`src/rtl/asi_mport_arb_if.sv`:
```
// Channel-request and memory-port bundle for asi_mport_arb.
// master = the arbiter itself, slave = the requesting channels plus the memory.
interface asi_mport_arb_if #(
  parameter int N_CH   = 4,
  parameter int AXI_DW = 128,
  parameter int AXI_AW = 40,
  parameter int AXI_LW = 8
);
  logic [N_CH-1:0]          req_valid;
  logic [N_CH-1:0]          req_we;
  logic [N_CH*AXI_AW-1:0]   req_addr;
  logic [N_CH*AXI_LW-1:0]   req_len;
  logic [N_CH-1:0]          req_ready;
  logic [N_CH*AXI_DW-1:0]   beat_wdata;
  logic [N_CH*AXI_DW/8-1:0] beat_wstrb;
  logic [N_CH-1:0]          beat_ack;
  logic                     m_we;
  logic                     m_re;
  logic [AXI_AW-1:0]        m_addr;
  logic [AXI_DW-1:0]        m_wdata;
  logic [AXI_DW/8-1:0]      m_wstrb;
  logic [AXI_DW-1:0]        m_rdata;
  logic [N_CH-1:0]          rd_valid;
  logic                     rd_last;
  logic [AXI_DW-1:0]        rd_data;
  logic                     busy;
  logic [$clog2(N_CH)-1:0]  gnt_id;

  modport master (
    input  req_valid, req_we, req_addr, req_len, beat_wdata, beat_wstrb, m_rdata,
    output req_ready, beat_ack, m_we, m_re, m_addr, m_wdata, m_wstrb,
           rd_valid, rd_last, rd_data, busy, gnt_id
  );

  modport slave (
    output req_valid, req_we, req_addr, req_len, beat_wdata, beat_wstrb, m_rdata,
    input  req_ready, beat_ack, m_we, m_re, m_addr, m_wdata, m_wstrb,
           rd_valid, rd_last, rd_data, busy, gnt_id
  );
endinterface

```
`src/rtl/asi_mport_arb.sv`:
```
// Arbitrates N_CH burst requesters onto one memory port, one beat per cycle after a grant cycle.
// Read data returns SLV_WS cycles after each read beat, tagged with owning channel and last flag.
module asi_mport_arb #(
  parameter int N_CH     = 4,
  parameter int AXI_DW   = 128,
  parameter int AXI_AW   = 40,
  parameter int AXI_LW   = 8,
  parameter int SLV_WS   = 2,
  parameter int ARB_MODE = 1
) (
  input  logic            ACLK,
  input  logic            ARESET,
  asi_mport_arb_if.master bus
);
  localparam int IDW   = $clog2(N_CH);
  localparam int BYTES = AXI_DW / 8;
  localparam logic [AXI_AW-1:0] ALIGN_MASK = ~(AXI_AW'(BYTES - 1));

  typedef enum logic {IDLE, BURST} state_t;

  state_t            state, state_nxt;
  logic [IDW-1:0]    last_gnt, gnt_q, win_id, rr_idx;
  logic              win_vld;
  logic [AXI_AW-1:0] addr_q;
  logic [AXI_LW-1:0] len_q, beat_cnt;
  logic              we_q;
  logic              grant, in_burst, last_beat;
  logic              rd_v_in, rd_l_in, rd_v_out, rd_l_out, pipe_busy;
  logic [IDW-1:0]    rd_id_out;

  assign in_burst  = (state == BURST);
  assign last_beat = in_burst && (beat_cnt == len_q);
  // Reset gates the grant so req_ready cannot pulse while ARESET is held.
  assign grant     = (state == IDLE) && win_vld && !ARESET;

  always_comb begin
    win_vld = 1'b0;
    win_id  = '0;
    rr_idx  = '0;
    if (ARB_MODE == 0) begin
      for (int i = N_CH - 1; i >= 0; i--) begin
        if (bus.req_valid[i]) begin
          win_vld = 1'b1;
          win_id  = IDW'(i);
        end
      end
    end else begin
      // Walk the search order backwards so the first requester after last_gnt wins.
      for (int k = N_CH; k >= 1; k--) begin
        rr_idx = IDW'((int'(last_gnt) + k) % N_CH);
        if (bus.req_valid[rr_idx]) begin
          win_vld = 1'b1;
          win_id  = rr_idx;
        end
      end
    end
  end

  always_ff @(posedge ACLK or posedge ARESET) begin
    if (ARESET) state <= IDLE;
    else        state <= state_nxt;
  end

  always_comb begin
    state_nxt = state;
    case (state)
      IDLE:    if (grant)     state_nxt = BURST;
      BURST:   if (last_beat) state_nxt = IDLE;
      default:                state_nxt = IDLE;
    endcase
  end

  always_ff @(posedge ACLK or posedge ARESET) begin
    if (ARESET) begin
      last_gnt <= IDW'(N_CH - 1);
      gnt_q    <= '0;
      addr_q   <= '0;
      len_q    <= '0;
      beat_cnt <= '0;
      we_q     <= 1'b0;
    end else if (grant) begin
      last_gnt <= win_id;
      gnt_q    <= win_id;
      addr_q   <= bus.req_addr[win_id*AXI_AW +: AXI_AW];
      len_q    <= bus.req_len[win_id*AXI_LW +: AXI_LW];
      we_q     <= bus.req_we[win_id];
      beat_cnt <= '0;
    end else if (in_burst) begin
      // Only the first beat may be unaligned; later beats step from the aligned base.
      addr_q   <= (addr_q & ALIGN_MASK) + AXI_AW'(BYTES);
      beat_cnt <= beat_cnt + AXI_LW'(1);
    end
  end

  always_comb begin
    bus.req_ready = '0;
    bus.beat_ack  = '0;
    bus.m_we      = 1'b0;
    bus.m_re      = 1'b0;
    bus.m_addr    = '0;
    bus.m_wdata   = '0;
    bus.m_wstrb   = '0;
    if (grant) bus.req_ready[win_id] = 1'b1;
    if (in_burst) begin
      bus.m_we            = we_q;
      bus.m_re            = ~we_q;
      bus.m_addr          = addr_q;
      bus.beat_ack[gnt_q] = 1'b1;
      if (we_q) begin
        bus.m_wdata = bus.beat_wdata[gnt_q*AXI_DW +: AXI_DW];
        bus.m_wstrb = bus.beat_wstrb[gnt_q*(AXI_DW/8) +: (AXI_DW/8)];
      end
    end
  end

  assign rd_v_in = in_burst && !we_q;
  assign rd_l_in = last_beat;

  generate
    if (SLV_WS == 0) begin : g_comb
      assign rd_v_out  = rd_v_in;
      assign rd_l_out  = rd_l_in;
      assign rd_id_out = gnt_q;
      assign pipe_busy = 1'b0;
    end else begin : g_pipe
      logic [SLV_WS-1:0] v_sr, l_sr;
      logic [IDW-1:0]    id_sr [SLV_WS];

      always_ff @(posedge ACLK or posedge ARESET) begin
        if (ARESET) begin
          v_sr <= '0;
          l_sr <= '0;
          for (int k = 0; k < SLV_WS; k++) id_sr[k] <= '0;
        end else begin
          v_sr[0]  <= rd_v_in;
          l_sr[0]  <= rd_l_in;
          id_sr[0] <= gnt_q;
          for (int k = 1; k < SLV_WS; k++) begin
            v_sr[k]  <= v_sr[k-1];
            l_sr[k]  <= l_sr[k-1];
            id_sr[k] <= id_sr[k-1];
          end
        end
      end

      assign rd_v_out  = v_sr[SLV_WS-1];
      assign rd_l_out  = l_sr[SLV_WS-1];
      assign rd_id_out = id_sr[SLV_WS-1];
      assign pipe_busy = |v_sr;
    end
  endgenerate

  always_comb begin
    bus.rd_valid = '0;
    bus.rd_last  = 1'b0;
    bus.rd_data  = '0;
    if (rd_v_out) begin
      bus.rd_valid[rd_id_out] = 1'b1;
      bus.rd_last             = rd_l_out;
      bus.rd_data             = bus.m_rdata;
    end
  end

  assign bus.busy   = in_burst || pipe_busy;
  assign bus.gnt_id = gnt_q;
endmodule

```
`src/flat_wrapper.sv`:
```
// flat-port wrapper written by rule: the top's interface ports become plain ports
module asi_mport_arb_flat 
#(
  parameter int N_CH     = 4,
  parameter int AXI_DW   = 128,
  parameter int AXI_AW   = 40,
  parameter int AXI_LW   = 8,
  parameter int SLV_WS   = 2,
  parameter int ARB_MODE = 1
)
  (ACLK, ARESET, bus_req_valid, bus_req_we, bus_req_addr, bus_req_len, bus_beat_wdata, bus_beat_wstrb, bus_m_rdata, bus_req_ready, bus_beat_ack, bus_m_we, bus_m_re, bus_m_addr, bus_m_wdata, bus_m_wstrb, bus_rd_valid, bus_rd_last, bus_rd_data, bus_busy, bus_gnt_id);
  asi_mport_arb_if #(.N_CH(N_CH), .AXI_DW(AXI_DW), .AXI_AW(AXI_AW), .AXI_LW(AXI_LW)) bus_i ();
  input  logic ACLK;
  input  logic ARESET;
  input wire logic [$bits(bus_i.req_valid)-1:0] bus_req_valid;
  input wire logic [$bits(bus_i.req_we)-1:0] bus_req_we;
  input wire logic [$bits(bus_i.req_addr)-1:0] bus_req_addr;
  input wire logic [$bits(bus_i.req_len)-1:0] bus_req_len;
  input wire logic [$bits(bus_i.beat_wdata)-1:0] bus_beat_wdata;
  input wire logic [$bits(bus_i.beat_wstrb)-1:0] bus_beat_wstrb;
  input wire logic [$bits(bus_i.m_rdata)-1:0] bus_m_rdata;
  output wire logic [$bits(bus_i.req_ready)-1:0] bus_req_ready;
  output wire logic [$bits(bus_i.beat_ack)-1:0] bus_beat_ack;
  output wire logic [$bits(bus_i.m_we)-1:0] bus_m_we;
  output wire logic [$bits(bus_i.m_re)-1:0] bus_m_re;
  output wire logic [$bits(bus_i.m_addr)-1:0] bus_m_addr;
  output wire logic [$bits(bus_i.m_wdata)-1:0] bus_m_wdata;
  output wire logic [$bits(bus_i.m_wstrb)-1:0] bus_m_wstrb;
  output wire logic [$bits(bus_i.rd_valid)-1:0] bus_rd_valid;
  output wire logic [$bits(bus_i.rd_last)-1:0] bus_rd_last;
  output wire logic [$bits(bus_i.rd_data)-1:0] bus_rd_data;
  output wire logic [$bits(bus_i.busy)-1:0] bus_busy;
  output wire logic [$bits(bus_i.gnt_id)-1:0] bus_gnt_id;
  assign bus_i.req_valid = bus_req_valid;
  assign bus_i.req_we = bus_req_we;
  assign bus_i.req_addr = bus_req_addr;
  assign bus_i.req_len = bus_req_len;
  assign bus_i.beat_wdata = bus_beat_wdata;
  assign bus_i.beat_wstrb = bus_beat_wstrb;
  assign bus_i.m_rdata = bus_m_rdata;
  assign bus_req_ready = bus_i.req_ready;
  assign bus_beat_ack = bus_i.beat_ack;
  assign bus_m_we = bus_i.m_we;
  assign bus_m_re = bus_i.m_re;
  assign bus_m_addr = bus_i.m_addr;
  assign bus_m_wdata = bus_i.m_wdata;
  assign bus_m_wstrb = bus_i.m_wstrb;
  assign bus_rd_valid = bus_i.rd_valid;
  assign bus_rd_last = bus_i.rd_last;
  assign bus_rd_data = bus_i.rd_data;
  assign bus_busy = bus_i.busy;
  assign bus_gnt_id = bus_i.gnt_id;
  asi_mport_arb #(.N_CH(N_CH), .AXI_DW(AXI_DW), .AXI_AW(AXI_AW), .AXI_LW(AXI_LW), .SLV_WS(SLV_WS), .ARB_MODE(ARB_MODE)) u_core (.ACLK(ACLK), .ARESET(ARESET), .bus(bus_i));
endmodule
```
`config.mk`:
```
export PLATFORM = sky130hd
export DESIGN_NAME = asi_mport_arb_flat
export DESIGN_NICKNAME = d
export VERILOG_FILES = /design/src/rtl/asi_mport_arb_if.sv /design/src/rtl/asi_mport_arb.sv /design/src/flat_wrapper.sv
export SDC_FILE = /design/constraint.sdc
export NUM_CORES = 1
export LEC_CHECK = 0
export BUFFER_PORTS_ARGS = -buffer_cell sky130_fd_sc_hd__buf_4
export CORE_AREA = 2 2 484 486
export CTS_CLUSTER_SIZE = 8
export DETAILED_ROUTE_END_ITERATION = 12
export DIE_AREA = 0 0 486 488
export MAX_ROUTING_LAYER = met4
export PLACE_DENSITY = 0.3
export SYNTH_ARGS = -nofsm -noshare
export SYNTH_HDL_FRONTEND = slang
export SYNTH_SLANG_ARGS = --single-unit
```
`constraint.sdc`:
```
create_clock -name ACLK -period 2.9 [get_ports ACLK]
set_input_delay 0 -clock ACLK [delete_from_list [all_inputs] [get_ports ACLK]]
set_output_delay 0 -clock ACLK [all_outputs]
set_load 0.01 [all_outputs]
```
==> results.cfg, run 1 <==
[synth]
synth.ff_latch_count = 70
syn_area_per_cell_um2 = 9.93
sequential_area_share_after_synthesis_pct = 16.4
netlist-cell-type-count = 53
synth_top_cell_area_share_pct = 30.5
ys.flop_type = sky130_fd_sc_hd__dfrtp_1
yosys_warnings = 0
synthCells = 1078
synthArstFlopShare_pct = 100
synth_fp_nets = 1986
synth_area_leaders = sky130_fd_sc_hd__mux4_2 31%, sky130_fd_sc_hd__and2_1 18%, sky130_fd_sc_hd__dfrtp_1 16%
area_of_the_mapped_netlist_um2 = 10700
yosysTopAreaCell = sky130_fd_sc_hd__mux4_2
synth_edf_count = 0

[detailed_routing]
first_drt_pass_iteration_count = 6
route.detailed.vias_per_inst = 2.82
avgRoutedWirePerCell_um = 31.8
wirelength_um = 171000
detail-route-antenna-nets = 0
drt_iter0_drc = 956
num_vias = 15200
drc_markers = 0

[min_path]
hp-class = in -> reg
min_delay_worst_endpoint = u_core.addr_q[29]
timing.hold.worst.start = bus_req_addr[69]
timing.hold.worst_path_depth = 4

[placed_design]
dpl_cell_area_um2 = 23900
gp_congestion = 0.921
placement.io_buffers = 1235
preCtsSetupSlack_ns = 0.415
place.detailed.hpwl_um = 159000
dp_cells = 5307

[power]
leakage_component_of_the_power_nw = 10.7
power_mw = 19.0
peakVddDrop_uv = 287
power-per-cell-area_nw_per_um2 = 775

[critical_path]
critPathBufInv = 2
timing.critical_path.max_delay_family = buffers and inverters
cp-start-kind = register
regToRegStartpoint = u_core.last_gnt[1]
cp-end-kind = register
worstPathCellList = nand2_1 > a31oi_1 > and2_4 > buf_12 > nand2_1 > nand3b_1 > a31o_2 > dlygate4sd3_1
r2r_end = u_core.addr_q[13]
critical_path.max_fanout = 24
slowest_stage = sky130_fd_sc_hd__dfstp_2
required_arrival_time_at_the_worst_endpoint_ns = 3.24
reg2reg_slack_ns = 0.26
rr_worst_depth = 8
cpMostUsedCell = sky130_fd_sc_hd__nand2_1
crit_start = u_core.last_gnt[1]
crit_type = reg -> reg
data_arrival_critical_path_ns = 2.98
worst_path_largest_cell_delay_ns = 0.60

[finish]
mostFrequentLayoutCells = 1,279 x sky130_fd_sc_hd__buf_4, 311 x sky130_fd_sc_hd__and2_1, 145 x sky130_fd_sc_hd__mux4_2, 107 x sky130_fd_sc_hd__mux2i_1, 64 x sky130_fd_sc_hd__dfrtp_1
multi_input_comb_area_um2 = 8470
layout_commonest_cell = sky130_fd_sc_hd__buf_4
utilization_pct = 10.6
design_area_um2 = 24500
area_growth_pct = 129
sequential_cell_area_um2 = 1770
cell_count_final_fillers_out = 5393
n_fill_cell = 27000
final_net_count = 3190
post_route_cells_drive_above_1_share_pct = 66.2

[clock_tree]
clk_latency_ns = 0.40
cts_tree = built
cts_sinks = 70
clkTransAtPathRegs_ns = 0.08
max-clock-path-buffers = 2
postCtsResizedCells = 0
clock_tree.htree_level_count = 3
numCtsBuffers = 9
cts.root.buffer_cell = sky130_fd_sc_hd__clkbuf_16

[timing]
final.period_utilization_pct = 90.9
hold_viol = 0
final-setup-viol-count = 0
holdWs_ns = 0.0390
setup_ws_ns = 0.265
tns_ns = 0
grt_setup_unrepaired = no
final_period_minus_worst_setup_slack_ns = 2.64
max_slew_violation_count = 0
worst_pin_slew_ns = 1.01
maxClockFrequency_ghz = 0.379
timing.clock.skew_ns = 0.0180
worst_max_slew_margin_expressed_relative_to_the_limit_pct = 32.7

[floorplan]
num_io_pins = 1236
die_width_um = 486
dieHeight_um = 488
dieArea_um2 = 237000
placement_rows = 177
fp.coreArea_um2 = 232000
starting_utilization_of_the_core_area_pct = 4.61

[global_route]
global_route.usage.total_pct = 14.2
grt_start_max_net_pins = 81
first_global_vias = 15700
antenna_found_initial = 133
grt_overflow_total = 0
grt_first_pass_wirelength_um = 204000

[run_status]
status = finished, final reports clean

[flow_run]
timing.max_cap.violations = 0
[synthesized netlist by cell type (3+ instances only)]
library cell	instances
sky130_fd_sc_hd__mux2i_1	107
sky130_fd_sc_hd__o21ai_0	22
sky130_fd_sc_hd__xnor2_1	11
sky130_fd_sc_hd__a21oi_1	35
sky130_fd_sc_hd__nand4_1	9
sky130_fd_sc_hd__a221oi_1	4
sky130_fd_sc_hd__dfrtp_1	68
sky130_fd_sc_hd__xor2_1	13
sky130_fd_sc_hd__nand2b_1	6
sky130_fd_sc_hd__nor2_1	28
sky130_fd_sc_hd__a211oi_1	4
sky130_fd_sc_hd__o22ai_1	4
sky130_fd_sc_hd__mux4_2	145
sky130_fd_sc_hd__buf_4	10
sky130_fd_sc_hd__and3_1	18
sky130_fd_sc_hd__buf_2	17
sky130_fd_sc_hd__o21a_1	4
sky130_fd_sc_hd__a211o_1	7
sky130_fd_sc_hd__nor3_1	9
sky130_fd_sc_hd__nand2_1	54
sky130_fd_sc_hd__inv_1	7
sky130_fd_sc_hd__clkbuf_1	68
sky130_fd_sc_hd__nand3_1	26
sky130_fd_sc_hd__and4_1	4
sky130_fd_sc_hd__a221oi_2	3
sky130_fd_sc_hd__a31o_2	6
sky130_fd_sc_hd__and2_1	313
sky130_fd_sc_hd__mux2_2	37
sky130_fd_sc_hd__buf_1	9
[worst register-to-register path, delay by kind of cell, from the launching register on]
kind	cells	cell delay, ns
buffers and inverters	2	0.86
AND/OR/NAND/NOR	4	0.73
flip-flops	1	0.60
AO/OA/AOI/OAI	2	0.37
[metal layers]
layer | GRT usage (%) | routed length (um) | vias up
met1 | 17.0 | 71900 | 7526
li1 | - | - | 6486
met4 | 1.66 | 2380 | 0
met2 | 22.2 | 77500 | 1060
met5 | - | 0 | -
met3 | 6.64 | 19700 | 147
[registers in the layout (all words and copies together), names as in the netlist]
register             count
u_core.addr_q           40
u_core.beat_cnt          8
u_core.bus.gnt_id        2
u_core.g_pipe.id_sr      2
u_core.g_pipe.l_sr       2
u_core.g_pipe.v_sr       2
u_core.in_burst          1
u_core.last_gnt          2
u_core.len_q             8
u_core.rd_id_out         2
u_core.we_q              1
[repair_timing]
item	in CTS	in global routing
setup endpoints to repair	0	0
endpoints found under the hold margin	35	0
setup buffers	0	0
hold buffers	7	0
[layout make-up]
type                       count  area share (%)
timing repair buffer        1299            40.5
multi-input combinational    895            34.6
tap                         3043            15.5
sequential                    70            7.22
clock buffer                  11           0.990
antenna                       63           0.643
clock inverter                 5           0.434
inverter                       7           0.117
[cell families after synthesis]
family | share of synthesized area (%)
buffers and inverters | 4.69
adders and majority gates | 0.234
muxes | 44.4
DFF | 16.4
and+or+nand+nor | 25.9
xor gates and xnor gates | 1.96
AOI/OAI and AO/OA | 6.36
[how the worst max path moves through the flow]
stage	to	slack (ns)	cells after the start
final	u_core.addr_q[13]	0.26	8
after CTS	bus_m_wstrb[15]	0.19	5
after floorplan	u_core.addr_q[4]	0.87	8
after global placement	u_core.addr_q[28]	0.46	6
after global routing	u_core.addr_q[13]	0.13	8
after detailed placement	u_core.len_q[2]	0.42	8
[report_power, final]
group	switching, mW	internal, mW
registers	0.700	1.44
logic	8.54	6.81
clock network	0.643	0.871
total	9.88	9.12
No activity file was read; power rests on OpenSTA's default activity.
==> run 2, diff against run 1 <==
--- a/config.mk
+++ b/config.mk
@@ -7,11 +7,13 @@
 export LEC_CHECK = 0
 export BUFFER_PORTS_ARGS = -buffer_cell sky130_fd_sc_hd__buf_4
 export CORE_AREA = 2 2 484 486
+export CTS_BUF_LIST = sky130_fd_sc_hd__clkbuf_16
 export CTS_CLUSTER_SIZE = 8
 export DETAILED_ROUTE_END_ITERATION = 12
 export DIE_AREA = 0 0 486 488
 export MAX_ROUTING_LAYER = met4
 export PLACE_DENSITY = 0.3
+export RECOVER_POWER = 25
 export SYNTH_ARGS = -nofsm -noshare
 export SYNTH_HDL_FRONTEND = slang
 export SYNTH_SLANG_ARGS = --single-unit
==> run 2 against run 1 <==
Compared with the run above: the run now ends with max-capacitance violations, max-slew violations left; final cell count is essentially flat; wire length is essentially flat; critical endpoint unchanged; sequential share of layout area is essentially flat; global-route usage is the same.
==> results.cfg, run 2 (synthesis gave the netlist of run 1 again) <==
[floorplan]
fp.coreArea_um2 = 232000
dieHeight_um = 488
placement_rows = 177
dieArea_um2 = 237000
die_width_um = 486
starting_utilization_of_the_core_area_pct = 4.61
num_io_pins = 1236

[run_status]
status = complete, but fails checks
failed_checks = max-capacitance violations, max-slew violations

[clock_tree]
numCtsBuffers = 9
cts_tree = built
cts_setup_buffers = 0
clkTransAtPathRegs_ns = 0.08
clk_latency_ns = 0.41
post_cts_hold_buffer_count = 7
cts_sinks = 70
max-clock-path-buffers = 2
postCtsResizedCells = 0
clock_tree.htree_level_count = 3
cts.root.buffer_cell = sky130_fd_sc_hd__clkbuf_16

[placed_design]
preCtsSetupSlack_ns = 0.415
gp_congestion = 0.921
placement.io_buffers = 1235
place.detailed.hpwl_um = 159000

[timing]
maxClockFrequency_ghz = 0.380
tns_ns = 0
holdWs_ns = 0.0388
final-setup-viol-count = 0
final.period_utilization_pct = 90.8
max_slew_violation_count = 36
final_period_minus_worst_setup_slack_ns = 2.63
hold_viol = 0
worst_pin_slew_ns = 1.93
setup_ws_ns = 0.266
worst_max_slew_margin_expressed_relative_to_the_limit_pct = -28.7
timing.clock.skew_ns = 0.0223
grt_setup_unrepaired = no

[power]
p_int_mw = 9.03
total_switching_power_mw = 9.89
power-per-cell-area_nw_per_um2 = 774
peakVddDrop_uv = 286
combinationalPowerShare_pct = 80.9
p_sw_share_pct = 52.3
power_mw = 18.9
power_frac_seq_pct = 11.3
clockPowerShare_pct = 7.8
leakage_component_of_the_power_nw = 10.6

[critical_path]
slowest_stage = sky130_fd_sc_hd__dfstp_2
required_arrival_time_at_the_worst_endpoint_ns = 3.24
regToRegStartpoint = u_core.last_gnt[1]
critPathBufInv = 2
timing.critical_path.max_delay_family = buffers and inverters
worstPathCellList = nand2_1 > a31oi_1 > and2_4 > buf_12 > nand2_1 > nand3b_1 > a31o_2 > dlygate4sd3_1
cpMostUsedCell = sky130_fd_sc_hd__nand2_1
rr_worst_depth = 8
cp_num_cells = 8
cp-start-kind = register
critical_path.max_fanout = 22
reg2reg_slack_ns = 0.27
cp-end-kind = register
r2r_end = u_core.addr_q[13]
crit_type = reg -> reg
data_arrival_critical_path_ns = 2.98
worst_path_largest_cell_delay_ns = 0.60

[global_route]
antenna_found_initial = 133
global_route.usage.total_pct = 14.2
first_global_vias = 15700
grt_first_pass_wirelength_um = 204000
grt_overflow_total = 0
grt_start_max_net_pins = 81

[min_path]
timing.hold.worst_path_depth = 4
timing.hold.worst.start = bus_req_addr[27]
min_delay_worst_endpoint = u_core.addr_q[27]
hp-class = in -> reg

[finish]
top_regs = u_core.addr_q: 40 flops, u_core.beat_cnt: 8 flops, u_core.len_q: 8 flops
area_growth_pct = 128
max_ffs_per_register = 40
mostFrequentLayoutCells = 1,266 x sky130_fd_sc_hd__buf_4, 295 x sky130_fd_sc_hd__and2_1, 145 x sky130_fd_sc_hd__mux4_2, 107 x sky130_fd_sc_hd__mux2i_1, 65 x sky130_fd_sc_hd__dfrtp_1
final_net_count = 3190
utilization_pct = 10.5
layout_commonest_cell = sky130_fd_sc_hd__buf_4
top_register = u_core.addr_q
post_route_cells_drive_above_1_share_pct = 65.5

[detailed_routing]
route.detailed.vias_per_inst = 2.83
avgRoutedWirePerCell_um = 31.8
detail-route-antenna-nets = 0
drt_iter0_drc = 955
first_drt_pass_iteration_count = 5
drc_markers = 0
wirelength_um = 172000
num_vias = 15200

[flow_run]
timing.max_cap.violations = 1
==> run 2: changes by cell type in the layout (fill, tap and decap cells not counted), sizes merged <==
| cell | delta |
|---|---|
| diode | -3 |
| clkbuf | +11 |
| clkinv | +1 |
| buf | -13 |
| inv | +1 |
==> run 2: power groups by stage <==
stage | Sequential, mW | Combinational [mW] | Clock [mW]
6_report | 2.13 | 15.3 | 1.48
5_1_grt | 2.24 | 16.4 | 1.60
4_1_cts | 2.16 | 15.9 | 1.57
3_5_place_dp | 2.18 | 15.7 | 0
3_3_place_gp | 2.17 | 15.8 | 0
2_1_floorplan | 1.77 | 7.11 | 0
==> run 2: cell type report <==
| cell class | count | area (um^2) |
|---|---|---|
| Fill cell | 27000 | 207000 |
| Timing Repair Buffer | 1299 | 9880 |
| Multi-Input combinational cell | 895 | 8470 |
| Tap cell | 3043 | 3810 |
| Sequential cell | 70 | 1760 |
| Clock buffer | 9 | 225 |
| Antenna cell | 60 | 150 |
| Clock inverter | 7 | 114 |
| Inverter | 7 | 26.3 |
==> run 2: worst max-delay path by stage <==
stage / startpoint / to / slack (ns)
detailed placement: u_core.last_gnt[1] / u_core.len_q[2] / 0.42
global placement: u_core.addr_q[14] / u_core.addr_q[28] / 0.46
finish: u_core.last_gnt[1] / u_core.addr_q[13] / 0.27
floorplan: u_core.last_gnt[1] / u_core.addr_q[4] / 0.87
CTS: u_core.bus.gnt_id[0] / bus_m_wstrb[15] / 0.19
global route: u_core.in_burst / bus_m_re / 0.10
==> run 2: worst register-to-register path, cell delays in order, from the launching register on <==
cell and delay [ns]:
sky130_fd_sc_hd__dfstp_2 0.60, sky130_fd_sc_hd__nand2_1 0.07, sky130_fd_sc_hd__a31oi_1 0.22, sky130_fd_sc_hd__and2_4 0.40
sky130_fd_sc_hd__buf_12 0.32, sky130_fd_sc_hd__nand2_1 0.15, sky130_fd_sc_hd__nand3b_1 0.12, sky130_fd_sc_hd__a31o_2 0.15
sky130_fd_sc_hd__dlygate4sd3_1 0.54
==> run 2: metal layers <==
layer	track usage [%]	share of wire [%]	wire [um]
met5	-	0	0
met4	1.66	1.3	2280
met3	6.64	11	19400
met2	22.2	45	77500
met1	17.0	42	72300
==> run 2: per-stage QoR <==
stage               instances  area (um^2)
CTS                      5330        24300
floorplan                1078        10700
global route             5376        24400
detailed placement       5307        23900
global placement         5307        23900
finish                   5390        24400
